--- src/rtl/peripheral_bus.sv ---
// peripheral_bus: memory-mapped peripheral page beside DataMem on the CPU data bus.
// Holds a reload timer that raises a level interrupt, plus LED, switch, 7-segment (digi)
// and a free-running systick counter.
//
// Ports:
//   clk     system clock, rising edge
//   reset   asynchronous active-high reset
//   rd      read strobe (MemRd)
//   wr      write strobe (MemWr), sampled at rising clk
//   addr    byte address; addr[1:0] ignored
//   wdata   write data
//   rdata   combinational read data, 0 when not selected so it can be ORed with DataMem
//   switch  board switches, asynchronous to clk
//   led     LED register
//   digi    7-segment register ([11:8] anode select, [7:0] segments)
//   irqout  timer interrupt request, level
module peripheral_bus #(
  parameter logic [31:0] BASE_ADDR = 32'h40000000,
  parameter int unsigned LED_W     = 8,
  parameter int unsigned SW_W      = 8,
  parameter int unsigned DIGI_W    = 12
) (
  input  logic              clk,
  input  logic              reset,
  input  logic              rd,
  input  logic              wr,
  input  logic [31:0]       addr,
  input  logic [31:0]       wdata,
  output logic [31:0]       rdata,
  input  logic [SW_W-1:0]   switch,
  output logic [LED_W-1:0]  led,
  output logic [DIGI_W-1:0] digi,
  output logic              irqout
);

  // Word offsets within the page (addr[4:2])
  localparam logic [2:0] RegTh      = 3'd0;
  localparam logic [2:0] RegTl      = 3'd1;
  localparam logic [2:0] RegTcon    = 3'd2;
  localparam logic [2:0] RegLed     = 3'd3;
  localparam logic [2:0] RegSwitch  = 3'd4;
  localparam logic [2:0] RegDigi    = 3'd5;
  localparam logic [2:0] RegSystick = 3'd6;

  logic [31:0]       th_q, th_d;
  logic [31:0]       tl_q, tl_d;
  logic [2:0]        tcon_q, tcon_d;
  logic [LED_W-1:0]  led_q, led_d;
  logic [DIGI_W-1:0] digi_q, digi_d;
  logic [31:0]       systick_q, systick_d;
  logic [SW_W-1:0]   sw_meta_q, sw_sync_q;

  logic       hit;
  logic [2:0] idx;
  logic       we_th, we_tl, we_tcon, we_led, we_digi;
  logic       overflow;

  assign hit = (addr[31:5] == BASE_ADDR[31:5]);
  assign idx = addr[4:2];

  assign we_th   = wr && hit && (idx == RegTh);
  assign we_tl   = wr && hit && (idx == RegTl);
  assign we_tcon = wr && hit && (idx == RegTcon);
  assign we_led  = wr && hit && (idx == RegLed);
  assign we_digi = wr && hit && (idx == RegDigi);

  assign overflow = tcon_q[0] && (tl_q == 32'hFFFFFFFF);

  always_comb begin
    th_d      = th_q;
    tl_d      = tl_q;
    tcon_d    = tcon_q;
    led_d     = led_q;
    digi_d    = digi_q;
    systick_d = systick_q + 32'd1;

    if (we_th) th_d = wdata;

    if (tcon_q[0]) tl_d = overflow ? th_q : tl_q + 32'd1;
    // CPU write takes priority over count/reload
    if (we_tl) tl_d = wdata;

    if (we_tcon) tcon_d = wdata[2:0];
    // Hardware status set wins over a same-cycle software clear
    if (overflow && tcon_q[1]) tcon_d[2] = 1'b1;

    if (we_led)  led_d  = wdata[LED_W-1:0];
    if (we_digi) digi_d = wdata[DIGI_W-1:0];
  end

  always_ff @(posedge clk or posedge reset) begin
    if (reset) begin
      th_q      <= '0;
      tl_q      <= '0;
      tcon_q    <= '0;
      led_q     <= '0;
      digi_q    <= '0;
      systick_q <= '0;
      sw_meta_q <= '0;
      sw_sync_q <= '0;
    end else begin
      th_q      <= th_d;
      tl_q      <= tl_d;
      tcon_q    <= tcon_d;
      led_q     <= led_d;
      digi_q    <= digi_d;
      systick_q <= systick_d;
      sw_meta_q <= switch;
      sw_sync_q <= sw_meta_q;
    end
  end

  // Reads see pre-edge state, so a same-cycle write returns the old value
  always_comb begin
    rdata = '0;
    if (rd && hit) begin
      unique case (idx)
        RegTh:      rdata = th_q;
        RegTl:      rdata = tl_q;
        RegTcon:    rdata[2:0] = tcon_q;
        RegLed:     rdata[LED_W-1:0] = led_q;
        RegSwitch:  rdata[SW_W-1:0] = sw_sync_q;
        RegDigi:    rdata[DIGI_W-1:0] = digi_q;
        RegSystick: rdata = systick_q;
        default:    rdata = '0;
      endcase
    end
  end

  assign led    = led_q;
  assign digi   = digi_q;
  assign irqout = tcon_q[1] & tcon_q[2];

endmodule

--- config.mk ---
export PLATFORM = sky130hd
export DESIGN_NAME = peripheral_bus
export DESIGN_NICKNAME = d
export VERILOG_FILES = /design/src/rtl/peripheral_bus.sv
export SDC_FILE = /design/constraint.sdc
export NUM_CORES = 1
export LEC_CHECK = 0
export BUFFER_PORTS_ARGS = -buffer_cell sky130_fd_sc_hd__buf_2
export CORE_UTILIZATION = 55
export DETAILED_ROUTE_END_ITERATION = 8
export GPL_TIMING_DRIVEN = 0
export PLACE_DENSITY = 0.75
export SKIP_CTS_REPAIR_TIMING = 1
export SLEW_MARGIN = 30
export SYNTH_ARGS = -nofsm -noshare
export SYNTH_HDL_FRONTEND = slang
export SYNTH_SLANG_ARGS = --single-unit
--- constraint.sdc ---
create_clock -name clk -period 4.6 [get_ports clk]
set_clock_uncertainty 0.1 [all_clocks]
set_input_delay 0.23 -clock clk [delete_from_list [all_inputs] [get_ports clk]]
set_output_delay 0.23 -clock clk [all_outputs]
set_load 0.01 [all_outputs]
==> implementation parameters, run 1 <==
Parameter                              Value

Outcome
  Outcome    finished with violations
  Violated checks    hold timing

Synth
  Register bit total from synthesis    135
  Count of synthesis-stage warnings from yosys    0
  Cell Area, Synth    0.007561 mm2
  Average instance area after synthesis    10.46 um2
  Most used flip-flop cell after synthesis    dfrtp_1
  EDFF count, synth    0
  Number of library cell types mapped by synthesis    61
  Sequential cell area fraction in the yosys report    44.68%
  Number of standard cells after synthesis    723
  Syn_nets    801
  FFs w/ async S/R, synth    100.0%

Finish
  Synthesis-to-layout area growth    24.81%
  Area of all placed cells without fillers    0.009437 mm2
  Layout cell share with drive strength beyond 1    29.13%
  Final layout net count    985
  Final Core Density    70.70%
  Antenna Cells    0
  Filler cell count in the final layout    1,003

Power
  Total Power Consumption    2.729 mW
  Maximum VDD drop    444.2 uV
  Power Density    289.2 mW/mm2
  Standby leakage power    4.404 nW

Place
  HPWL Detailed    16.32 mm
  Count of buffers inserted at the top-level ports    125
  Last weighted congestion value of the routability-driven placer    0.9236
  Area after DPL    0.008442 mm2

Drt
  First drt pass iteration count    6
  Average wire length per cell after detail routing    21.62 um
  Antenna violation net count after detailed routing    0
  Detailed router's first-iteration violation count    671
  Routed via count divided by cell count    6.266
  Post-route DRC violation count    0
  Final WL    23.69 mm
  Via count of the routed design    6,868

Clock tree
  H-tree depth reported by CTS    4
  Sinks on Clock Net    135
  CTS clock-pin slew for the worst setup and hold paths    0.06 ns
  Clock root buffer master    clkbuf_16
  TritonCTS clock tree    built
  Worst skew pair latency    0.42 ns
  Clock Path Buffers    2
  Total clock buffers created by CTS    17

Timing
  Post-route fraction of the period consumed by the critical path    69.68%
  RSZ-0062 raised after global routing    false
  Pins over their slew limit    0
  Relative slew margins    36.54%
  Transition at the pin with the smallest max-transition slack    0.9432 ns
  Final Hold Slack    -0.02856 ns
  Maximum frequency from static timing analysis    312.0 MHz
  Final setup violating endpoints    0
  Number of hold violations in the final report    3
  Final period demand of the worst path    3.205 ns

Critical path
  Family with the most delay on the worst path    simple AND/OR/NAND/NOR gates
  Critical path launch point type    flop
  Cells along the critical path    ha_1, nand4_1, nor3_2, nand4_2, clkbuf_1, o21ai_0, o21ai_0, o21ai_1
  First element of the critical path    tl_q[0]
  Highest-delay cell along the critical path    nor3_2
  Data required time at the worst endpoint    4.84 ns
  Arrival time worst endpoint    3.45 ns
  Cell mode on critical path    o21ai_0
  Delay contributed by the slowest stage of the critical path    0.58 ns
  Launch point of the worst reg-to-reg path    tl_q[0]
  Largest driver fanout on the critical path    10
  Worst Path Class, Setup    flop to flop
  Critical path endpoint category    flop
  Buf/Inv on CP    1

Floorplan
  Vert. Die Dim    119.3 um
  Die area    0.01422 mm2
  Die span in x    119.3 um
  Core ar.    0.01335 mm2
  FP Rows    42
  Top Ports    129
  Starting density of the core    56.65%

Worst hold path
  Class of the worst hold path    input port to flop
  Critical hold path startpoint    wdata[6]

GRT
  First-pass GRT wire length    36.01 mm
  Number of global-route vias before repair    6,734
  Maximum number of pins on one net before global-route repair    77
  Antenna violations before repair    0
  Overall fraction of global-route tracks in use    33.55%
  GRT Residual Overflow    0

Flow run
  # Max-Cap Violations    0
metrics by stage:
step	cells	setup TNS, ns	worst slack, ns
after detailed placement	1025	0	1.512
after global routing	1096	0	1.257
after floorplan	723	0	0.6589
after CTS	1057	0	1.506
final	1096	0	1.395
after global placement	1024	-104.66	-0.7866
synthesized netlist by cell type, types with 6 or more instances:
cell / instances / share of area, %
mux2i_1: 16 / 2.1
mux4_2: 6 / 1.8
xor2_1: 8 / 0.93
nor3b_1: 6 / 0.60
mux2_4: 30 / 6.0
a21oi_1: 16 / 1.1
a22oi_1: 32 / 3.2
nor4_1: 8 / 0.66
and2_1: 6 / 0.50
a21o_1: 8 / 0.79
nand4_1: 20 / 1.7
xnor2_1: 34 / 3.9
nand2_1: 46 / 2.3
dfrtp_1: 135 / 45
and3_1: 15 / 1.2
a211oi_1: 9 / 0.89
a31oi_1: 11 / 0.91
nand3_1: 41 / 2.7
o21ai_0: 30 / 2.0
mux2_2: 48 / 7.1
and4_1: 12 / 1.4
buf_2: 10 / 0.66
clkbuf_1: 31 / 1.5
nor2_1: 58 / 2.9
nor3_1: 13 / 0.86
inv_1: 10 / 0.50
layout by cell type, fill, tap and decap left out, drive strengths merged, types with 15 or more instances in the layout:
cell,n
and3,15
nand4,22
a22oi,32
xnor2,34
a21oi,16
mux2,78
nor2,58
dfrtp,135
buf,144
nand2,46
mux2i,16
dlygate4sd3,39
nand3,41
o21ai,34
clkbuf,53
flip-flops by register name, summed over array words and instances (netlist names):
signal / cells
tcon_q: 3
led: 8
th_q: 32
tl_q: 32
sw_sync_q: 8
systick_q: 32
digi: 12
sw_meta_q: 8
per-layer routing:
metal / wire [um] / part of all wire, % / GRT usage [%] / vias up
met5: 0 / 0 / 0 / -
met4: 973 / 4.1 / 16.46 / 0
met3: 1829 / 7.7 / 6.801 / 77
met2: 11490 / 49 / 54.83 / 377
met1: 9396 / 40 / 42.40 / 3385
li1: - / - / - / 3029
final timing paths:
check                          endpoint  slack [ns]  cells past startpoint
max                             tl_q[2]        1.39                      8
min                             tl_q[6]       -0.03                      3
max reg2reg                     tl_q[2]        1.39                      8
min reg2reg                sw_sync_q[2]        0.25                      0
max in group asynchronous       digi[9]        3.39                      4
min in group asynchronous      th_q[25]        0.28                      3
tightest hold or removal path, stage by stage:
cell and delay [ns]:
buf_2 0.12, nand2_1 0.05, o21ai_1 0.05
cell type report:
| class | instances | area [um2] | share of cell area (%) |
|---|---|---|---|
| clock inverters | 10 | 121.4 | 1.286 |
| multi-input cells | 527 | 3916 | 41.50 |
| plain buffers | 49 | 230.2 | 2.440 |
| flip-flops and latches | 135 | 3378 | 35.80 |
| well taps | 176 | 220.2 | 2.334 |
| inverters | 12 | 52.55 | 0.5569 |
| repair buffers | 165 | 1044 | 11.06 |
| clock buffers | 22 | 474.2 | 5.025 |
power by group:
group | internal (mW) | switching, mW | leakage, nW
clock network | 0.842 | 0.524 | 0.279
registers | 1.20 | 0.00209 | 1.71
logic | 0.0743 | 0.0925 | 2.42
total | 2.11 | 0.618 | 4.40
cells by family after synthesis:
group,share of synthesized area [%]
AOI/OAI and AO/OA,11.62
xor gates and xnor gates,4.865
adders and majority gates,0.3309
buffers and inverters,3.641
DFF,44.68
muxes,17.01
and+or+nand+nor,17.86
Power figures use the tool's default switching activity.
==> run 2, diff against run 1 <==
--- a/config.mk
+++ b/config.mk
@@ -5,6 +5,7 @@
 export SDC_FILE = /design/constraint.sdc
 export NUM_CORES = 1
 export LEC_CHECK = 0
+export ABC_AREA = 1
 export BUFFER_PORTS_ARGS = -buffer_cell sky130_fd_sc_hd__buf_2
 export CORE_UTILIZATION = 55
 export DETAILED_ROUTE_END_ITERATION = 8
==> constraint.sdc (replaced) <==
create_clock -name clk -period 3.2 [get_ports clk]
set_clock_uncertainty 0.1 [all_clocks]
set_input_delay 0.16 -clock clk [delete_from_list [all_inputs] [get_ports clk]]
set_output_delay 0.16 -clock clk [all_outputs]
set_load 0.01 [all_outputs]
==> implementation parameters, run 2 <==
Parameter                              Value

Timing
  Pins over their slew limit    0 (unchanged)
  Fin Setup TNS    0 ns (unchanged)
  Post-route fraction of the period consumed by the critical path    68.94% (-0.73 points)
  Relative slew margins    62.68% (+26 points)
  Final setup margin    0.9938 ns (-0.4010 ns)
  Final Hold Slack    0.05409 ns (+0.08266 ns)
  Number of hold violations in the final report    0 (-3)
  Transition at the pin with the smallest max-transition slack    0.5598 ns (-0.3834 ns)
  Final period demand of the worst path    2.206 ns (-0.9990 ns)
  RSZ-0062 raised after global routing    false
  Final setup violating endpoints    0 (unchanged)
  Maximum frequency from static timing analysis    453.3 MHz (+45%)

Synth
  Number of library cell types mapped by synthesis    41 (-33%)
  Sequential cell area fraction in the yosys report    41.45% (-3.2 points)
  Syn_nets    1,227 (+53%)
  Cell Area, Synth    0.008150 mm2 (+7.8%)
  EDFF count, synth    0 (unchanged)
  Average instance area after synthesis    7.093 um2 (-32%)
  Commonest cells in the netlist    385 x nand2_1, 135 x dfrtp_1, 103 x nand3_1, 100 x nor2_1, 94 x inv_1
  Most used flip-flop cell after synthesis    dfrtp_1
  Number of standard cells after synthesis    1,149 (+59%)
  Synth area leaders    dfrtp_1 41%, nand2_1 18%, nand3_1 6.3%, nor2_1 4.6%, inv_1 4.3%
  Share of Yosys cell area claimed by the top area cell type    41.45% (-3.2 points)
  FFs w/ async S/R, synth    100.0% (unchanged)
  Largest area contributor in the netlist    dfrtp_1
  Most frequent cell after synthesis    nand2_1
  Register bit total from synthesis    135 (unchanged)
  Count of synthesis-stage warnings from yosys    0 (unchanged)

Floorplan
  Core ar.    0.01448 mm2 (+8.5%)
  FP Rows    44 (+4.8%)
  Vert. Die Dim    123.7 um (+3.8%)
  Die span in x    123.7 um (+3.8%)
  Starting density of the core    56.29% (-0.35 points)
  Top Ports    129 (unchanged)
  Die area    0.01531 mm2 (+7.7%)

Power
  Total Power Consumption    3.921 mW (+44%)
  Maximum VDD drop    469.7 uV (+5.8%)
  Power Density    387.9 mW/mm2 (+34%)
  Standby leakage power    4.859 nW (+10%)

Flow run
  # Max-Cap Violations    0 (unchanged)

GRT
  Number of global-route vias before repair    8,004 (+19%)
  GRT Residual Overflow    0 (unchanged)
  Overall fraction of global-route tracks in use    37.54% (+4.0 points)
  Antenna violations before repair    0 (unchanged)
  Maximum number of pins on one net before global-route repair    31 (-60%)
  First-pass GRT wire length    42.23 mm (+17%)

Critical path
  Worst Path Class, Setup    flop to flop
  First element of the critical path    tl_q[0]
  Delay contributed by the slowest stage of the critical path    0.48 ns (-0.10 ns)
  Highest-delay cell along the critical path    dfrtp_1
  Critical path launch point type    flop
  Depth of the worst register-to-register path    10 (+2)
  Critical path endpoint category    flop
  Data required time at the worst endpoint    3.42 ns (-1.42 ns)
  End of the worst register-to-register path    tl_q[29]
  Launch point of the worst reg-to-reg path    tl_q[0]
  Critical Path End    tl_q[29]
  Arrival time worst endpoint    2.43 ns (-1.02 ns)
  Cell mode on critical path    nand2_1
  Cells along the critical path    ha_1, nand2_1, nor2_2, nand2_2, nor2_8, nand3_2, nand3_1, nand2_1, nand2_1, nand2_1
  Largest driver fanout on the critical path    10 (unchanged)
  Reg2reg setup slack    0.99 ns (-0.40 ns)

Finish
  Synthesis-to-layout area growth    24.02%
  Final Core Density    69.82% (-0.88 points)
  Area of all placed cells without fillers    0.01011 mm2 (+7.1%)
  Layout cell share with drive strength beyond 1    16.79% (-12 points)
  Highest-count cells in the layout ignoring fill and taps    385 x nand2_1, 148 x buf_2, 135 x dfrtp_1
  Largest regs    systick_q (32), th_q (32), tl_q (32)
  Final layout net count    1,417 (+44%)
  Number of cells in the finished layout apart from fillers    1,536 (+40%)
  Commonest non-fill, non-tap cell in the layout    nand2_1
  Antenna Cells    0 (unchanged)

Place
  Count of buffers inserted at the top-level ports    125 (unchanged)
  Total placed cells including tap cells    1,463 (+43%)
  Worst slack at placement    1.075 ns (-0.4374 ns)
  Last weighted congestion value of the routability-driven placer    0.9626 (+4.2%)
  HPWL Detailed    21.26 mm (+30%)
  Area after DPL    0.009110 mm2 (+7.9%)

Clock tree
  H-tree depth reported by CTS    4 (unchanged)
  Sinks on Clock Net    135 (unchanged)
  CTS clock-pin slew for the worst setup and hold paths    0.07 ns (about the same)
  Worst skew pair latency    0.44 ns (+0.02 ns)
  Total clock buffers created by CTS    17 (unchanged)
  TritonCTS clock tree    built
  Clock root buffer master    clkbuf_16
  Clock Path Buffers    2 (unchanged)

Drt
  Final WL    28.25 mm (+19%)
  First drt pass iteration count    6 (unchanged)
  Via count of the routed design    8,862 (+29%)
  Routed via count divided by cell count    5.770 (-7.9%)
  Post-route DRC violation count    0 (unchanged)
  Antenna violation net count after detailed routing    0 (unchanged)
  Detailed router's first-iteration violation count    941 (+40%)
  Average wire length per cell after detail routing    18.39 um (-15%)

Worst hold path
  Class of the worst hold path    input port to asynchronous set/reset pin

Outcome
  Outcome    finished, final reports clean
run 2: worst min-delay path by stage:
stage                     slack (ns)  cells past startpoint            to  startpoint
final                           0.05                      3       th_q[7]       reset
after global routing            0.07                      3       th_q[7]       reset
after CTS                      -0.49                      2       th_q[7]       reset
after detailed placement       -0.03                      2       th_q[7]       reset
after global placement          0.17                      1  sw_meta_q[0]   switch[0]
after floorplan                 0.09                      0  sw_meta_q[0]   switch[0]
run 2: cell families (layout without fill, tap and decap cells):
group	count (synthesis)	count (layout)	synth area share, %
AOI/OAI and AO/OA	112	112	7.829
xor gates and xnor gates	42	42	4.513
adders and majority gates	2	2	0.3070
buffers and inverters	160	363	7.998
DFF	135	135	41.45
and+or+nand+nor	698	698	37.90
run 2: layout make-up:
type | instances | area (um2)
Fill cell | 1296 | 4370
Multi-Input combinational cell | 854 | 4120
Sequential cell | 135 | 3378
Timing Repair Buffer | 171 | 1136
Inverter | 116 | 439.2
Clock buffer | 18 | 429.2
Tap cell | 184 | 230.2
Buffer | 44 | 216.5
Clock inverter | 14 | 158.9
run 2: where the power goes:
group          internal [mW]  switching, mW  leakage (nW)  total [mW]
Sequential              1.72        0.00310          1.72        1.72
Clock                   1.11          0.863         0.283        1.97
Combinational         0.0961          0.136          2.86       0.232
Total                   2.92           1.00          4.86        3.92
run 2: worst max-delay path, delay by kind of cell (launching register included):
kind                       cells  cell delay [ns]
adders and majority gates      1             0.25
DFF                            1             0.48
and+or+nand+nor                9             1.26
run 2: routing by layer:
layer	global-route usage (%)	up-vias	share of wire, %
li1	-	4144	-
met5	0	-	0
met3	6.136	92	7.3
met2	59.83	446	47
met1	49.30	4180	41
met4	19.13	0	4.7
